<file path="config.mk">
export PLATFORM = sky130hd
export DESIGN_NAME = miss_refill_axi_flat
export DESIGN_NICKNAME = d
export VERILOG_FILES = /design/src/rtl/miss_refill_axi_if.sv /design/src/rtl/miss_refill_axi.sv /design/src/flat_wrapper.sv
export SDC_FILE = /design/constraint.sdc
export NUM_CORES = 2
export LEC_CHECK = 0
export CAP_MARGIN = 20
export CORE_AREA = 4 4 336 338
export DETAILED_ROUTE_END_ITERATION = 16
export DIE_AREA = 0 0 340 342
export GPL_ROUTABILITY_DRIVEN = 0
export PLACE_DENSITY = 0.67
export SYNTH_ARGS = -nofsm -noshare
export SYNTH_HDL_FRONTEND = slang
export SYNTH_SLANG_ARGS = --single-unit
</file>
<file path="constraint.sdc">
create_clock -name clk -period 2.8 [get_ports clk]
set_input_delay 0.42 -clock clk [delete_from_list [all_inputs] [get_ports clk]]
set_output_delay 0.42 -clock clk [all_outputs]
set_load 0.05 [all_outputs]
</file>
<file path="src/rtl/miss_refill_axi_if.sv">
// Bus bundle for miss_refill_axi: lane miss/fill handshakes plus the AXI4 AR/R channels.
// master = refill engine, slave = lane caches together with the AXI interconnect.
interface miss_refill_axi_if #(
  parameter int ADDR_W     = 64,
  parameter int DATA_W     = 64,
  parameter int LINE_BYTES = 64,
  parameter int ID_W       = 4
);
  logic                    miss_req1;
  logic                    miss_req2;
  logic [ADDR_W-1:0]       miss_addr1;
  logic [ADDR_W-1:0]       miss_addr2;
  logic                    Stall_miss1;
  logic                    Stall_miss2;
  logic                    fill_valid;
  logic                    fill_ack1;
  logic                    fill_ack2;
  logic [ADDR_W-1:0]       fill_addr;
  logic [LINE_BYTES*8-1:0] fill_data;
  logic                    fill_err;
  logic                    m_axi_arvalid;
  logic                    m_axi_arready;
  logic [ADDR_W-1:0]       m_axi_araddr;
  logic [7:0]              m_axi_arlen;
  logic [2:0]              m_axi_arsize;
  logic [1:0]              m_axi_arburst;
  logic [ID_W-1:0]         m_axi_arid;
  logic                    m_axi_rvalid;
  logic                    m_axi_rready;
  logic [DATA_W-1:0]       m_axi_rdata;
  logic [1:0]              m_axi_rresp;
  logic                    m_axi_rlast;
  logic [ID_W-1:0]         m_axi_rid;

  modport master (
    input  miss_req1, miss_req2, miss_addr1, miss_addr2,
    output Stall_miss1, Stall_miss2, fill_valid, fill_ack1, fill_ack2,
    output fill_addr, fill_data, fill_err,
    output m_axi_arvalid, m_axi_araddr, m_axi_arlen, m_axi_arsize, m_axi_arburst, m_axi_arid,
    input  m_axi_arready,
    input  m_axi_rvalid, m_axi_rdata, m_axi_rresp, m_axi_rlast, m_axi_rid,
    output m_axi_rready
  );

  modport slave (
    output miss_req1, miss_req2, miss_addr1, miss_addr2,
    input  Stall_miss1, Stall_miss2, fill_valid, fill_ack1, fill_ack2,
    input  fill_addr, fill_data, fill_err,
    input  m_axi_arvalid, m_axi_araddr, m_axi_arlen, m_axi_arsize, m_axi_arburst, m_axi_arid,
    output m_axi_arready,
    output m_axi_rvalid, m_axi_rdata, m_axi_rresp, m_axi_rlast, m_axi_rid,
    input  m_axi_rready
  );
endinterface

</file>
<file path="src/rtl/miss_refill_axi.sv">
// Dual-lane cache-miss refill engine: one AXI4 INCR burst per missing line, whole line
// returned in a single fill pulse. Define MISS_MERGE_EN to merge same-line misses of both lanes.
module miss_refill_axi #(
  parameter int ADDR_W     = 64,
  parameter int DATA_W     = 64,
  parameter int LINE_BYTES = 64,
  parameter int ID_W       = 4
) (
  input logic               clk,
  input logic               reset,
  miss_refill_axi_if.master bus
);
  localparam int BEATS     = LINE_BYTES * 8 / DATA_W;
  localparam int LINE_W    = LINE_BYTES * 8;
  localparam int CNT_W     = (BEATS > 1) ? $clog2(BEATS) : 1;
  localparam int SIZE_LOG2 = $clog2(DATA_W / 8);
  localparam logic [ADDR_W-1:0] OFF_MASK = ADDR_W'(LINE_BYTES - 1);

  localparam logic [1:0] IDLE = 2'd0;
  localparam logic [1:0] AR   = 2'd1;
  localparam logic [1:0] R    = 2'd2;
  localparam logic [1:0] FILL = 2'd3;

  function automatic logic [ADDR_W-1:0] align_f(input logic [ADDR_W-1:0] a);
    return a & ~OFF_MASK;
  endfunction

  // rlast must appear exactly on the final beat; anything else poisons the line.
  function automatic logic beat_err_f(input logic [1:0] resp, input logic last, input logic is_final);
    return (resp != 2'b00) || (last != is_final);
  endfunction

  logic [1:0]        state_r;
  logic              lane2_r;
  logic              both_r;
  logic [ADDR_W-1:0] addr_r;
  logic [CNT_W-1:0]  beat_r;
  logic              err_r;
  logic [LINE_W-1:0] line_r;
  logic [ADDR_W-1:0] fill_addr_r;
  logic [LINE_W-1:0] fill_data_r;

  logic [ADDR_W-1:0] align1_s;
  logic [ADDR_W-1:0] align2_s;
  logic [LINE_W-1:0] line_next_s;
  logic              beat_s;
  logic              final_s;
  logic              fill_s;
  logic              merge_s;
  logic              extra1_s;
  logic              extra2_s;
  logic              ack1_s;
  logic              ack2_s;
  logic              unused_rid_s;

  assign align1_s     = align_f(bus.miss_addr1);
  assign align2_s     = align_f(bus.miss_addr2);
  assign beat_s       = (state_r == R) && bus.m_axi_rvalid;
  assign final_s      = (beat_r == CNT_W'(BEATS - 1));
  assign fill_s       = (state_r == FILL);
  assign unused_rid_s = ^bus.m_axi_rid;

`ifdef MISS_MERGE_EN
  assign merge_s  = bus.miss_req1 && bus.miss_req2 && (align1_s == align2_s);
  assign extra1_s = bus.miss_req1 && (align1_s == fill_addr_r);
  assign extra2_s = bus.miss_req2 && (align2_s == fill_addr_r);
`else
  assign merge_s  = 1'b0;
  assign extra1_s = 1'b0;
  assign extra2_s = 1'b0;
`endif

  assign ack1_s = fill_s && (!lane2_r || both_r || extra1_s);
  assign ack2_s = fill_s && ( lane2_r || both_r || extra2_s);

  assign bus.Stall_miss1   = bus.miss_req1 && !ack1_s;
  assign bus.Stall_miss2   = bus.miss_req2 && !ack2_s;
  assign bus.fill_valid    = fill_s;
  assign bus.fill_ack1     = ack1_s;
  assign bus.fill_ack2     = ack2_s;
  assign bus.fill_err      = fill_s && err_r;
  assign bus.fill_addr     = fill_addr_r;
  assign bus.fill_data     = fill_data_r;
  assign bus.m_axi_arvalid = (state_r == AR);
  assign bus.m_axi_araddr  = addr_r;
  assign bus.m_axi_arlen   = 8'(BEATS - 1);
  assign bus.m_axi_arsize  = 3'(SIZE_LOG2);
  assign bus.m_axi_arburst = 2'b01;
  assign bus.m_axi_arid    = {ID_W{1'b0}};
  assign bus.m_axi_rready  = (state_r == R);

  // Line buffer with the incoming beat merged into its slot.
  always_comb begin
    line_next_s = line_r;
    line_next_s[int'(beat_r) * DATA_W +: DATA_W] = bus.m_axi_rdata;
  end

  // Refill FSM: lane arbitration, AR issue, beat counting and the fill cycle.
  always_ff @(posedge clk) begin
    if (reset) begin
      state_r <= IDLE;
      lane2_r <= 1'b0;
      both_r  <= 1'b0;
      addr_r  <= {ADDR_W{1'b0}};
      beat_r  <= {CNT_W{1'b0}};
      err_r   <= 1'b0;
    end else begin
      case (state_r)
        IDLE: begin
          if (bus.miss_req1 || bus.miss_req2) begin
            lane2_r <= !bus.miss_req1;
            both_r  <= merge_s;
            addr_r  <= bus.miss_req1 ? align1_s : align2_s;
            state_r <= AR;
          end
        end
        AR: begin
          if (bus.m_axi_arready) begin
            beat_r  <= {CNT_W{1'b0}};
            state_r <= R;
          end
        end
        R: begin
          // Completion is by beat count only; rlast merely feeds the error bit.
          if (beat_s) begin
            beat_r <= beat_r + CNT_W'(1);
            if (beat_err_f(bus.m_axi_rresp, bus.m_axi_rlast, final_s)) begin
              err_r <= 1'b1;
            end
            if (final_s) begin
              state_r <= FILL;
            end
          end
        end
        FILL: begin
          err_r   <= 1'b0;
          both_r  <= 1'b0;
          state_r <= IDLE;
        end
        default: state_r <= IDLE;
      endcase
    end
  end

  // Beat capture and the fill output registers, which hold between fills.
  always_ff @(posedge clk) begin
    if (reset) begin
      line_r      <= {LINE_W{1'b0}};
      fill_addr_r <= {ADDR_W{1'b0}};
      fill_data_r <= {LINE_W{1'b0}};
    end else if (beat_s) begin
      line_r <= line_next_s;
      if (final_s) begin
        fill_addr_r <= addr_r;
        fill_data_r <= line_next_s;
      end
    end
  end
endmodule

</file>
<file path="src/flat_wrapper.sv">
// flat-port wrapper written by rule: the top's interface ports become plain ports
module miss_refill_axi_flat 
#(
  parameter int ADDR_W     = 64,
  parameter int DATA_W     = 64,
  parameter int LINE_BYTES = 64,
  parameter int ID_W       = 4
)
  (clk, reset, bus_miss_req1, bus_miss_req2, bus_miss_addr1, bus_miss_addr2, bus_Stall_miss1, bus_Stall_miss2, bus_fill_valid, bus_fill_ack1, bus_fill_ack2, bus_fill_addr, bus_fill_data, bus_fill_err, bus_m_axi_arvalid, bus_m_axi_araddr, bus_m_axi_arlen, bus_m_axi_arsize, bus_m_axi_arburst, bus_m_axi_arid, bus_m_axi_arready, bus_m_axi_rvalid, bus_m_axi_rdata, bus_m_axi_rresp, bus_m_axi_rlast, bus_m_axi_rid, bus_m_axi_rready);
  miss_refill_axi_if #(.ADDR_W(ADDR_W), .DATA_W(DATA_W), .LINE_BYTES(LINE_BYTES), .ID_W(ID_W)) bus_i ();
  input logic clk;
  input logic reset;
  input wire logic [$bits(bus_i.miss_req1)-1:0] bus_miss_req1;
  input wire logic [$bits(bus_i.miss_req2)-1:0] bus_miss_req2;
  input wire logic [$bits(bus_i.miss_addr1)-1:0] bus_miss_addr1;
  input wire logic [$bits(bus_i.miss_addr2)-1:0] bus_miss_addr2;
  output wire logic [$bits(bus_i.Stall_miss1)-1:0] bus_Stall_miss1;
  output wire logic [$bits(bus_i.Stall_miss2)-1:0] bus_Stall_miss2;
  output wire logic [$bits(bus_i.fill_valid)-1:0] bus_fill_valid;
  output wire logic [$bits(bus_i.fill_ack1)-1:0] bus_fill_ack1;
  output wire logic [$bits(bus_i.fill_ack2)-1:0] bus_fill_ack2;
  output wire logic [$bits(bus_i.fill_addr)-1:0] bus_fill_addr;
  output wire logic [$bits(bus_i.fill_data)-1:0] bus_fill_data;
  output wire logic [$bits(bus_i.fill_err)-1:0] bus_fill_err;
  output wire logic [$bits(bus_i.m_axi_arvalid)-1:0] bus_m_axi_arvalid;
  output wire logic [$bits(bus_i.m_axi_araddr)-1:0] bus_m_axi_araddr;
  output wire logic [$bits(bus_i.m_axi_arlen)-1:0] bus_m_axi_arlen;
  output wire logic [$bits(bus_i.m_axi_arsize)-1:0] bus_m_axi_arsize;
  output wire logic [$bits(bus_i.m_axi_arburst)-1:0] bus_m_axi_arburst;
  output wire logic [$bits(bus_i.m_axi_arid)-1:0] bus_m_axi_arid;
  input wire logic [$bits(bus_i.m_axi_arready)-1:0] bus_m_axi_arready;
  input wire logic [$bits(bus_i.m_axi_rvalid)-1:0] bus_m_axi_rvalid;
  input wire logic [$bits(bus_i.m_axi_rdata)-1:0] bus_m_axi_rdata;
  input wire logic [$bits(bus_i.m_axi_rresp)-1:0] bus_m_axi_rresp;
  input wire logic [$bits(bus_i.m_axi_rlast)-1:0] bus_m_axi_rlast;
  input wire logic [$bits(bus_i.m_axi_rid)-1:0] bus_m_axi_rid;
  output wire logic [$bits(bus_i.m_axi_rready)-1:0] bus_m_axi_rready;
  assign bus_i.miss_req1 = bus_miss_req1;
  assign bus_i.miss_req2 = bus_miss_req2;
  assign bus_i.miss_addr1 = bus_miss_addr1;
  assign bus_i.miss_addr2 = bus_miss_addr2;
  assign bus_Stall_miss1 = bus_i.Stall_miss1;
  assign bus_Stall_miss2 = bus_i.Stall_miss2;
  assign bus_fill_valid = bus_i.fill_valid;
  assign bus_fill_ack1 = bus_i.fill_ack1;
  assign bus_fill_ack2 = bus_i.fill_ack2;
  assign bus_fill_addr = bus_i.fill_addr;
  assign bus_fill_data = bus_i.fill_data;
  assign bus_fill_err = bus_i.fill_err;
  assign bus_m_axi_arvalid = bus_i.m_axi_arvalid;
  assign bus_m_axi_araddr = bus_i.m_axi_araddr;
  assign bus_m_axi_arlen = bus_i.m_axi_arlen;
  assign bus_m_axi_arsize = bus_i.m_axi_arsize;
  assign bus_m_axi_arburst = bus_i.m_axi_arburst;
  assign bus_m_axi_arid = bus_i.m_axi_arid;
  assign bus_i.m_axi_arready = bus_m_axi_arready;
  assign bus_i.m_axi_rvalid = bus_m_axi_rvalid;
  assign bus_i.m_axi_rdata = bus_m_axi_rdata;
  assign bus_i.m_axi_rresp = bus_m_axi_rresp;
  assign bus_i.m_axi_rlast = bus_m_axi_rlast;
  assign bus_i.m_axi_rid = bus_m_axi_rid;
  assign bus_m_axi_rready = bus_i.m_axi_rready;
  miss_refill_axi #(.ADDR_W(ADDR_W), .DATA_W(DATA_W), .LINE_BYTES(LINE_BYTES), .ID_W(ID_W)) u_core (.clk(clk), .reset(reset), .bus(bus_i));
endmodule
</file>
Word-level counts from Yosys, hierarchy flattened
Index checks and enable logic that the tools add are counted.
{"block": "classes", "n_addsub": 2, "mul": 0, "n_div": 0, "n_lt_le_gt_ge": 0, "n_eq_ne": 10, "shift": 2, "n_mux": 15, "bitwise_logic": 0, "reduce_logical": 25}
{"op": "bitwise mux 512 bit", "count": 1}
{"op": "variable shift 64 x 33 -> 512 bit (first input constant)", "count": 1}
{"op": "indexed part select 64 x 33 -> 512 bit", "count": 1}
{"op": "2-to-1 mux 64 bit", "count": 1}
{"op": "negation 9 -> 33 bit", "count": 1}
{"op": "!= test 2 x 1 -> 1 bit (second input constant)", "count": 5}
{"op": "2-to-1 mux 2 bit", "count": 4}
{"op": "one-hot mux 2 bit (4 select lines)", "count": 1}
{"op": "nonzero test 2 bit", "count": 4}
{"op": "logical AND 1 bit", "count": 6}
{"op": "2-to-1 mux 3 bit", "count": 2}
{"op": "one-hot mux 3 bit (2 select lines)", "count": 1}
{"op": "AND reduction 2 bit", "count": 3}
{"op": "AND reduction 3 bit", "count": 2}
{"op": "equality test 2 bit (second input constant)", "count": 2}
{"op": "zero test 1 bit", "count": 4}
{"op": "logical OR 1 bit", "count": 4}
{"op": "one-hot mux 1 bit (2 select lines)", "count": 2}
{"op": "AND reduction 4 bit", "count": 1}
{"op": "adder 3 x 1 -> 3 bit (second input constant)", "count": 1}
{"op": "equality test 3 bit (second input constant)", "count": 1}
{"op": "2-to-1 mux 1 bit", "count": 3}
{"op": "equality test 2 x 1 -> 1 bit (second input constant)", "count": 1}
{"op": "zero test 2 bit", "count": 1}
{"op": "!= test 1 bit", "count": 1}
{"block": "totals", "regBits": 1160, "latch_bits": 0, "ramBits": 0, "rom_bits": 0, "in_bits": 205, "output_inout_bits": 665, "elab_cells": 63, "mem_count": 0}

Longest topological paths before layout
{"block": "depth", "word_depth": 6, "ltp_mapped": 10, "ltp_nobuf": 7}

Least setup slack after synthesis
OpenSTA, ideal clock, no wires.
{"block": "synth_path", "kind": "reg-to-output", "startpoint": "register u_core.state_r[0]", "endpoint": "output port bus_Stall_miss1", "arrival_time_ns": 2.146, "t_required_ns": 2.380, "path_slack_ns": 0.234, "stages_incl_launch_ff": 4, "n_path_buf": 0, "path_cell_list": "dfxtp_1 ha_1 nor2b_1 nor2b_1"}
{"block": "synth_between", "elab_chain_cells": 4}
{"element": "start, declared", "line": "miss_refill_axi.sv:33", "source": "logic [1:0] state_r;"}
{"element": "start signal, assigned", "line": "miss_refill_axi.sv:101", "source": "state_r <= IDLE;"}
{"element": "start signal, assigned", "line": "miss_refill_axi.sv:114", "source": "state_r <= AR;"}
{"element": "start signal, assigned", "line": "miss_refill_axi.sv:120", "source": "state_r <= R;"}
{"element": "equality test 2 bit", "line": "miss_refill_axi.sv:60", "source": "assign fill_s = (state_r == FILL);"}
{"element": "via bus_fill_valid", "line": "flat_wrapper.sv:19", "source": "output wire logic [$bits(bus_i.fill_valid)-1:0] bus_fill_valid;"}
{"element": "logical AND 1 bit", "line": "miss_refill_axi.sv:73", "source": "assign ack1_s = fill_s && (!lane2_r || both_r || extra1_s);"}
{"element": "via bus_fill_ack1", "line": "flat_wrapper.sv:20", "source": "output wire logic [$bits(bus_i.fill_ack1)-1:0] bus_fill_ack1;"}
{"element": "zero test 1 bit", "line": "miss_refill_axi.sv:76", "source": "assign bus.Stall_miss1 = bus.miss_req1 && !ack1_s;"}
{"element": "logical AND 1 bit", "line": "miss_refill_axi.sv:76"}
{"element": "end, declared", "line": "flat_wrapper.sv:17", "source": "output wire logic [$bits(bus_i.Stall_miss1)-1:0] bus_Stall_miss1;"}
The timed path passes the listed nets, and every way through them passes these cells.

Worst setup path after layout
{"block": "layout_path", "startpoint": "register u_core.state_r[1]", "endpoint": "output port bus_m_axi_arvalid"}
{"block": "layout_between", "elab_chain_cells": 1}
{"element": "equality test 2 x 1 -> 1 bit", "line": "miss_refill_axi.sv:84", "source": "assign bus.m_axi_arvalid = (state_r == AR);"}
{"element": "end, declared", "line": "flat_wrapper.sv:25", "source": "output wire logic [$bits(bus_i.m_axi_arvalid)-1:0] bus_m_axi_arvalid;"}
Every way passes these cells.

==> results.txt <==
* Core ar.: 0.1101 sq mm
* Simple-gate share of the synthesized area: 22.29%
- Seq cells post-synth: 1147
* Setup TNS Final: 0 ps
- Largest family of logic cells by synthesized area: simple AND/OR/NAND/NOR gates
- Kind of end point of the critical path: output port
- Cell chosen for the clock root: sky130_fd_sc_hd__clkbuf_16
* Maximum number of pins on one net before global-route repair: 109
- At the end of the flow, the number of nets in the layout was 6432.
- For the worst setup path, the data arrival time is 2300 ps.
- Placed cell count: 7586
- EDFF count, synth: 0
* Total Die Area: 0.1163 sq mm
- Fill cell instance count of the final layout: 10050
- Area delta synth->final: 30.98%
- Launching element of the worst setup path: u_core.state_r[1]
- Clock-pin slew reported for the worst setup and hold paths after clock tree synthesis: 60 ps
- The synthesized netlist devotes 0.01893% of its cell area to XOR and XNOR gates.
* Total of hold buffers inserted after clock tree synthesis: 0
- Clock tree synthesis found a total of 1147 sinks.
* Post-cts resize count: 6
- Fraction of the mapped netlist area in compound gates: 16.36%
* Rows: 122
* Shortest clock period the worst path allows after layout: 2723 ps
- The Yosys step of the flow raised 0 warnings.
- The floorplan step set the die width to 340 um.
- TritonCTS clock tree: done
* Final standard cell count with taps included and fillers excluded: 7815
* Postcts setup bufs: 0
* Number of antenna violations at the first check in global routing: 24
- Detailed placement finished with a half-perimeter wire length of 124400 um.
- OpenSTA, run right after detailed placement, puts the worst setup slack at 112.7 ps.
* Number of maximum-capacitance violations: 0
- Global routing consumed, over all layers together, 29.41% of the routing resources.
- The post-route netlist has 8.757% of its cells at a drive strength greater than 1.
* Maximum ir drop on the vdd rail: 583.3 uV
- After layout, the worst setup slack is 77.35 ps.
- Total global routing overflow: 0
- Most used standard cell by instance count after synthesis: sky130_fd_sc_hd__nand2_1
- The critical path in this run is classified as reg -> out.
* Worst Setup EP: bus_m_axi_arvalid
- The endpoint identified for the worst register-to-register timing path is u_core.bus.fill_data[94].
- Counting the buffers created by CTS gives 117.
- After detailed routing, the total wire length is 180500 um.
* Global-route wire length before repair: 263400 um
* Number of buffers on the longest clock path: 3
- For this run, the top clock speed supported by timing is 367.3 MHz.
- Dividing the detail-routed via count by the number of cells gives 5.582.
* Transition at the pin with the smallest max-transition slack: 888.4 ps
- Once the floorplan was initialized, standard cells occupied 42.03% of the core.
- Setup repair after global routing left no endpoint under its margin.
* Drt drc: 0
- Post-route ant nets: 0
- Area share of the leading cell type in the synthesized netlist: 49.64%
* Number of distinct library cells after synthesis: 47
* Final setup violation count: 0
- Final Cycle Share: 97.24%
- Dividing the detail-routed wire length by the instance count gives 23.09 um.
- Area share of fa/ha/maj cells after synthesis: 0.2705%
- The flow ran to the end, and the final reports show no timing, DRC or antenna violations.
- Total count of max-transition violations in the final report: 0
- Across all register-to-register paths, the minimum setup slack is 210 ps.
- Before antenna repair, the detailed router went through 6 iterations.
- In this run the power density over the cells is 639.4 mW/mm^2.
- In the synthesized netlist, mux cells make up 5.218% of the area.
- Sequential share of the synthesized area: 49.64%
- Final count of hold timing violations: 0
* Data required, critical path: 2380 ps
- The die is 342 um tall.
* Top cell type by total area after synthesis: sky130_fd_sc_hd__dfxtp_1
- Summing every instance area after synthesis gives 0.04626 sq mm.
- Relative slew slack: 40.59%
* CP max FO: 4
* Maximum level of the CTS H-tree: 3
- Predominant post-synthesis flop cell: sky130_fd_sc_hd__dfxtp_1
- Critical Path Start Type: register
* Async S/R FF share, synth: 0%
* Leak: 19.44 nW
- Synth cell count leaders: sky130_fd_sc_hd__nand2_1 (1168), sky130_fd_sc_hd__dfxtp_1 (1147), sky130_fd_sc_hd__nor2_1 (771), sky130_fd_sc_hd__a21oi_1 (573), sky130_fd_sc_hd__clkbuf_1 (421)
* Clock latency on the worst-skew pair: 740 ps
* Detailed-route via count: 43620
- Synthesized area per cell: 8.202 sq um
- Clock skew on the completed layout was measured at 36.30 ps.
* Area contributors post-synth: sky130_fd_sc_hd__dfxtp_1 (50%), sky130_fd_sc_hd__nand2_1 (9.5%), sky130_fd_sc_hd__nor2_1 (6.3%)
* Worst flop-to-flop path startpoint: u_core.beat_r[1]
- The via count of the first global-routing pass was 40090.
- Input and output buffers added on the ports amount to 824.
* Number of top-level pins: 870
- Reg2reg path depth: 8
* Kind of path behind the tightest hold check: in -> reg
- Hold path startpoint: reset
* Starting DRT DRC Count: 4521
- The cell count after synthesis came out at 5640.
[cell usage in the layout (no fill, tap or decap), types with 27 or more instances in the layout]
master and n:
sky130_fd_sc_hd__clkinv_2 27, sky130_fd_sc_hd__o221a_1 123, sky130_fd_sc_hd__nor2_1 770, sky130_fd_sc_hd__nand2_1 1162, sky130_fd_sc_hd__clkdlybuf4s50_1 815, sky130_fd_sc_hd__clkbuf_1 30, sky130_fd_sc_hd__dfxtp_1 1146, sky130_fd_sc_hd__nand3_1 250
sky130_fd_sc_hd__a311oi_1 75, sky130_fd_sc_hd__clkbuf_16 117, sky130_fd_sc_hd__mux2i_1 240, sky130_fd_sc_hd__a21oi_1 573, sky130_fd_sc_hd__nor3_1 128, sky130_fd_sc_hd__nor4_1 65, sky130_fd_sc_hd__and2_0 35, sky130_fd_sc_hd__o221a_2 69
sky130_fd_sc_hd__conb_1 29, sky130_fd_sc_hd__a211oi_1 240, sky130_fd_sc_hd__buf_4 183, sky130_fd_sc_hd__buf_12 73
[state kept, by name, indices dropped and copies added, names as in the netlist]
register / count
u_core.beat_r: 3
u_core.bus.fill_addr: 58
u_core.bus.fill_data: 512
u_core.bus.m_axi_araddr: 58
u_core.err_r: 1
u_core.lane2_r: 1
u_core.line_r: 512
u_core.state_r: 2
[how the worst min path moves through the flow]
stage / to / slack, ps / cells after the start
floorplan: u_core.line_r[455] / 430 / 2
global placement: u_core.line_r[471] / 440 / 2
detailed placement: u_core.line_r[471] / 450 / 2
CTS: u_core.line_r[434] / 30 / 2
global route: u_core.line_r[434] / 80 / 2
finish: u_core.line_r[306] / 70 / 2
[cell type report]
| cell class | instances | area [sq um] | share of cell area (%) |
|---|---|---|---|
| flip-flops and latches | 1147 | 22970 | 37.91 |
| multi-input cells | 3864 | 20710 | 34.18 |
| repair buffers | 1080 | 11090 | 18.30 |
| clock buffers | 171 | 3371 | 5.564 |
| well taps | 1488 | 1862 | 3.073 |
| clock inverters | 46 | 536.8 | 0.8860 |
| diodes | 12 | 30.03 | 0.04956 |
| inverters | 7 | 26.28 | 0.04337 |
[report_power, final]
part	internal, mW	leakage [nW]	switching [mW]
logic	1.67	8.25	3.95
registers	16.7	9.25	0.470
clock network	9.03	1.94	6.87
[critical path: stages, from the launching register on]
cell,delay [ps]
sky130_fd_sc_hd__dfxtp_1,340
sky130_fd_sc_hd__inv_1,100
sky130_fd_sc_hd__ha_1,230
sky130_fd_sc_hd__clkdlybuf4s50_1,900
[cell families after synthesis]
group	count (synthesis)
other	2
buffers and inverters	656
XOR/XNOR	1
flip-flops	1147
adder cells (fa/ha/maj)	10
AO/OA/AOI/OAI	1091
AND/OR/NAND/NOR	2492
multiplexers	241
[metrics by stage]
stage	power (mW)	area [sq um]	util, %	hold slack (ps)
after detailed placement	23.11	56640	51.46	445.1
after global routing	39.84	60580	55.04	77.85
final	38.74	60590	55.05	74.70
after global placement	23.09	56640	51.46	437.1
after CTS	38.84	60540	55.01	26.97
after floorplan	20.64	46360	-	431.3
[metal layers]
metal,wire length [um],track usage [%],vias to the layer above
met5,105,0,-
met2,79760,45.11,1951
met3,17220,7.047,284
li1,-,-,20350
met1,77450,40.79,21020
met4,5951,9.600,16
Note: power is estimated with default switching activity, not from simulation.
